### src/rtl/dmem_pkg.sv
// rtl/dmem_pkg.sv - shared FSM state type, MMIO addresses and width constants for dmem_responder
package dmem_pkg;

  localparam int WORD_W         = 32;
  localparam int BYTE_W         = 8;
  localparam int BYTES_PER_WORD = WORD_W / BYTE_W;
  localparam int CNT_W          = 4;

  localparam logic [31:0] MMIO_TX_ADDR   = 32'h0000_0000;
  localparam logic [31:0] MMIO_HALT_ADDR = 32'h0000_0004;

  typedef enum logic [1:0] {
    S_IDLE = 2'd0,
    S_WAIT = 2'd1,
    S_RESP = 2'd2
  } state_t;

endpackage

### src/rtl/dmem_array.sv
// rtl/dmem_array.sv - word storage with one synchronous byte-enabled write port and one combinational read port
module dmem_array
  import dmem_pkg::*;
#(
  parameter int DEPTH_WORDS = 64,
  parameter int AW          = (DEPTH_WORDS > 1) ? $clog2(DEPTH_WORDS) : 1
) (
  input  logic                      clk,
  input  logic                      wr_en,
  input  logic [BYTES_PER_WORD-1:0] wr_be,
  input  logic [AW-1:0]             index,
  input  logic [WORD_W-1:0]         wr_data,
  output logic [WORD_W-1:0]         rd_data
);

  // Contents are deliberately left unreset so software-visible data survives a reset.
  logic [WORD_W-1:0] mem [DEPTH_WORDS];

  // Write only the enabled byte lanes; other lanes keep their old value.
  always_ff @(posedge clk) begin
    if (wr_en) begin
      for (int i = 0; i < BYTES_PER_WORD; i++) begin
        if (wr_be[i]) begin
          mem[index][i*BYTE_W +: BYTE_W] <= wr_data[i*BYTE_W +: BYTE_W];
        end
      end
    end
  end

  assign rd_data = mem[index];

endmodule

### src/rtl/dmem_responder.sv
// rtl/dmem_responder.sv - fixed-latency data memory responder; optional MMIO tx/halt via DMEM_RESPONDER_MMIO_EN
module dmem_responder
  import dmem_pkg::*;
#(
  parameter int DEPTH_WORDS = 64,
  parameter int WAIT_CYCLES = 2
) (
  input  logic        clk,
  input  logic        reset,
  input  logic        req,
  input  logic        we,
  input  logic [3:0]  be,
  input  logic [31:0] addr,
  input  logic [31:0] wdata,
  output logic        ack,
  output logic [31:0] rdata,
  output logic        err,
  output logic        busy
`ifdef DMEM_RESPONDER_MMIO_EN
  ,
  output logic        mmio_valid,
  output logic [31:0] mmio_data,
  output logic        halt
`endif
);

  localparam int AW = (DEPTH_WORDS > 1) ? $clog2(DEPTH_WORDS) : 1;

  state_t             state_q, state_d;
  logic [CNT_W-1:0]   cnt_q;
  logic               we_q;
  logic [3:0]         be_q;
  logic [29:0]        word_q;
  logic [31:0]        wdata_q;
  logic               in_range;
  logic               mem_wr;
  logic [WORD_W-1:0]  mem_rdata;

  // Only the word index is kept; the byte offset within the word is irrelevant.
  assign in_range = ({2'b00, word_q} < 32'(DEPTH_WORDS));

  // State, wait counter and the captured request; capture happens only on acceptance in IDLE.
  always_ff @(posedge clk) begin
    if (reset) begin
      state_q <= S_IDLE;
      cnt_q   <= '0;
      we_q    <= 1'b0;
      be_q    <= '0;
      word_q  <= '0;
      wdata_q <= '0;
    end else begin
      state_q <= state_d;
      if (state_q == S_IDLE && req) begin
        cnt_q   <= CNT_W'(WAIT_CYCLES);
        we_q    <= we;
        be_q    <= be;
        word_q  <= addr[31:2];
        wdata_q <= wdata;
      end else if (state_q == S_WAIT) begin
        cnt_q <= cnt_q - 1'b1;
      end
    end
  end

  // Next state: requests outside IDLE are dropped, never queued.
  always_comb begin
    state_d = state_q;
    case (state_q)
      S_IDLE:  if (req) state_d = (WAIT_CYCLES == 0) ? S_RESP : S_WAIT;
      S_WAIT:  if (cnt_q <= CNT_W'(1)) state_d = S_RESP;
      S_RESP:  state_d = S_IDLE;
      default: state_d = S_IDLE;
    endcase
  end

  // Response outputs; reset during RESP suppresses both the ack and the commit.
  always_comb begin
    ack    = (state_q == S_RESP) && !reset;
    err    = ack && !in_range;
    rdata  = (ack && in_range && !we_q) ? mem_rdata : '0;
    busy   = (state_q != S_IDLE);
    mem_wr = ack && we_q && in_range;
  end

  dmem_array #(
    .DEPTH_WORDS (DEPTH_WORDS),
    .AW          (AW)
  ) u_array (
    .clk     (clk),
    .wr_en   (mem_wr),
    .wr_be   (be_q),
    .index   (word_q[AW-1:0]),
    .wr_data (wdata_q),
    .rd_data (mem_rdata)
  );

`ifdef DMEM_RESPONDER_MMIO_EN
  logic halt_q;

  // Halt is sticky once software stores to the halt address.
  always_ff @(posedge clk) begin
    if (reset) begin
      halt_q <= 1'b0;
    end else if (ack && we_q && word_q == MMIO_HALT_ADDR[31:2]) begin
      halt_q <= 1'b1;
    end
  end

  assign halt       = halt_q;
  assign mmio_valid = ack && we_q && (word_q == MMIO_TX_ADDR[31:2]);
  assign mmio_data  = mmio_valid ? wdata_q : '0;
`endif

endmodule
### config.mk
export PLATFORM = sky130hd
export DESIGN_NAME = dmem_responder
export DESIGN_NICKNAME = d
export VERILOG_FILES = /design/src/rtl/dmem_pkg.sv /design/src/rtl/dmem_array.sv /design/src/rtl/dmem_responder.sv
export SDC_FILE = /design/constraint.sdc
export NUM_CORES = 2
export LEC_CHECK = 0
export ABC_AREA = 1
export CAP_MARGIN = 0
export CORE_UTILIZATION = 30
export CTS_CLUSTER_DIAMETER = 120
export DETAILED_ROUTE_END_ITERATION = 16
export PLACE_DENSITY_LB_ADDON = 0.05
export SYNTH_ARGS = -nofsm -noshare
export SYNTH_HDL_FRONTEND = slang
export SYNTH_SLANG_ARGS = --single-unit
### constraint.sdc
create_clock -name clk -period 5.75 [get_ports clk]
set_clock_uncertainty 0.15 [all_clocks]
set_input_delay 1.4375 -clock clk [delete_from_list [all_inputs] [get_ports clk]]
set_output_delay 1.4375 -clock clk [all_outputs]
set_load 0.005 [all_outputs]
==> flow_metrics.py <==
metrics = {
    "status": {
        "outcome": "complete, no violations",
    },
    "timing": {
        "tightestPinTransition_ns": 1.29,
        "slew_headroom": 0.135,
        "setup_viol": 0,
        "finalHoldViolations": 0,
        "drv_slew": 0,
        "timing.final.crit_share": 0.977,
        "fmax_mhz": 178,
        "finalCriticalPeriod_ns": 5.62,
    },
    "min_path": {
        "min_path_type": "reg2reg",
    },
    "route": {
        "wl_per_cell_um": 25.6,
        "post-route-drc-count": 0,
        "vias": 57200,
        "ant_nets": 0,
        "dr.first_iter.drc_count": 4899,
        "finalWirelength_mm": 304,
        "drtPass1Iterations": 8,
        "routed_via_density": 4.82,
    },
    "floorplanning": {
        "die_area_um2": 293000,
        "io_pins": 107,
        "rows": 197,
        "core_um2": 289000,
        "die_y_um": 542,
        "die_w_um": 542,
        "start_util": 0.302,
    },
    "clocking": {
        "cts_tree": "yes",
        "clkLatencyLatePin_ns": 0.88,
        "htree_levels": 5,
        "numCtsBuffers": 263,
        "cts_hold_buf": 0,
        "cts_buffer_depth": 4,
        "cts_root_buf": "clkbuf_16",
        "cts_sinks": 2127,
        "clkTransAtPathRegs_ns": 0.06,
    },
    "synth": {
        "ys_types": 26,
        "syn_avg_cell_area_um2": 11.4,
        "ys.warnings.count": 0,
        "synth-seq-cells": 2127,
        "syn_nets": 7758,
        "yosysSeqAreaShare": 0.722,
        "netlist_area_um2": 87400,
        "synthCells": 7684,
    },
    "flow_run": {
        "max-cap-violations": 0,
    },
    "setup_path": {
        "cp-start-kind": "flip-flop",
        "worstSetupPathType": "reg2out",
        "arrival_ns": 4.03,
        "crit_path_max_fanout": 63,
        "worstPathRequired_ns": 4.16,
        "critPathCaptureType": "primary output",
    },
    "global_route": {
        "grt_max_degree": 141,
        "grt_antenna_before_repair": 23,
        "grt.total_usage": 0.203,
        "grt_pass1_vias": 55300,
        "grt_pass1_wl_mm": 427,
        "grt-ovfl-total": 0,
    },
    "final_layout": {
        "final_common_cell": "nand2_1",
        "final_cells": 11900,
        "nets": 7852,
        "fin_area_um2": 101000,
        "fillers": 28600,
        "syn2layout_area_growth_pct": 15.8,
        "drive_above_1_share": 0.0847,
        "postLayoutCoreUtil": 0.350,
        "layout_common_cells": "nand2_1, edfxtp_1, nand3_1, nor2_1, clkbuf_16",
    },
    "placement": {
        "dpl_cell_area_um2": 92900,
        "io_buffers": 104,
        "gp_congestion": 0.785,
        "placed_cells": 11400,
        "dpl.hpwl_mm": 178,
    },
    "pwr": {
        "p_per_area_nw_per_um2": 363,
        "peakVddDrop_uv": 177,
        "p_leak_nw": 35.9,
    },
}
[sequential cells by signal, summed over array words and instances, names as in the netlist, named ones only]
name	cells
word_q	30
cnt_q	4
we_q	1
state_q	2
wdata_q	32
u_array.mem	2048
be_q	4
[critical path, stage by stage, from the launching register on]
cell and delay [ns]:
dfxtp_4 0.52, buf_8 0.24, buf_4 0.17, inv_8 0.15
nand2_1 0.11, nand3_1 0.08, nand2_1 0.15, nand2_1 0.07
nand3_1 0.16, nand3_1 0.19, nand3_1 0.14, buf_4 0.15
nand2_1 0.10, nor2_4 0.29, clkdlybuf4s50_1 0.58
[what timing repair did]
action | 4_1_cts | 5_1_grt
gates cloned | 3 | 1
setup buffers | 9 | 0
resized for setup | 22 | 15
setup endpoints to repair | 32 | 10
[report_power, final]
| group | switching (mW) | internal, mW | total (mW) |
|---|---|---|---|
| sequential | 0.105 | 17.3 | 17.4 |
| combinational | 2.91 | 0.955 | 3.86 |
| clock | 6.62 | 8.88 | 15.5 |
| total | 9.63 | 27.1 | 36.7 |
[metrics by stage]
stage	TNS [ns]	power (mW)	hold WS (ns)	setup slack (ns)
after floorplan	0	19.8	0.262	1.90
after global placement	-0.0876	21.6	0.279	-0.0876
after detailed placement	-0.167	21.6	0.292	-0.140
after CTS	-0.00548	37.2	0.302	-0.00548
after global routing	-0.0169	38.1	0.326	-0.00710
final	0	36.7	0.291	0.135
[cells in the mapped netlist]
| cell | count | area [um2] |
|---|---|---|
| nand2_1 | 2292 | 8600 |
| edfxtp_1 | 2048 | 61500 |
| nand3_1 | 1822 | 9120 |
| nor2_1 | 479 | 1800 |
| buf_2 | 301 | 1510 |
| inv_1 | 267 | 1000 |
| clkbuf_1 | 88 | 330 |
| o21ai_0 | 84 | 420 |
| dfxtp_1 | 79 | 1580 |
| or2_2 | 55 | 344 |
| buf_4 | 53 | 398 |
| buf_1 | 37 | 139 |
| nor3_1 | 17 | 85.1 |
| a21oi_1 | 16 | 80.1 |
| buf_6 | 16 | 180 |
| o211ai_1 | 15 | 113 |
| nand4_4 | 4 | 85.1 |
| ha_1 | 2 | 25.0 |
| inv_2 | 2 | 7.51 |
| a31oi_1 | 1 | 6.26 |
| and2_1 | 1 | 6.26 |
| clkinv_1 | 1 | 3.75 |
| inv_4 | 1 | 6.26 |
| nor3_2 | 1 | 10.0 |
| nor4_1 | 1 | 6.26 |
| o22ai_1 | 1 | 6.26 |
[layer usage]
metal	track usage	wire length [um]
met3	0.0309	14000
met2	0.332	143000
met1	0.282	140000
met5	0.00395	129
met4	0.0492	6200
[cells by family after synthesis]
kind of cell    synth area share
simple gates               0.230
compound gates           0.00716
fa+ha+maj               0.000286
buf+inv                   0.0409
flops                      0.722
[final cells by class]
class / count / area, um2 / share of cell area
repair buffers: 321 / 3350 / 0.0331
clock buffers: 340 / 7050 / 0.0697
diodes: 23 / 57.6 / 0.000569
inverters: 271 / 1060 / 0.0105
repair inverters: 3 / 28.8 / 0.000285
well taps: 3880 / 4850 / 0.0480
clock inverters: 117 / 817 / 0.00808
flip-flops and latches: 2127 / 63100 / 0.624
multi-input cells: 4791 / 20800 / 0.205
[path summary, 6_finish.rpt]
path	slack (ns)	startpoint	depth (start not counted)	endpoint
max	0.13	flip-flop	14	rdata[18]
min	0.29	cnt_q[2]	1	cnt_q[2]
max reg2reg	1.66	word_q[2]	5	u_array.mem[37][11]
min reg2reg	0.29	cnt_q[2]	1	cnt_q[2]
No activity file was read; power rests on OpenSTA's default activity.
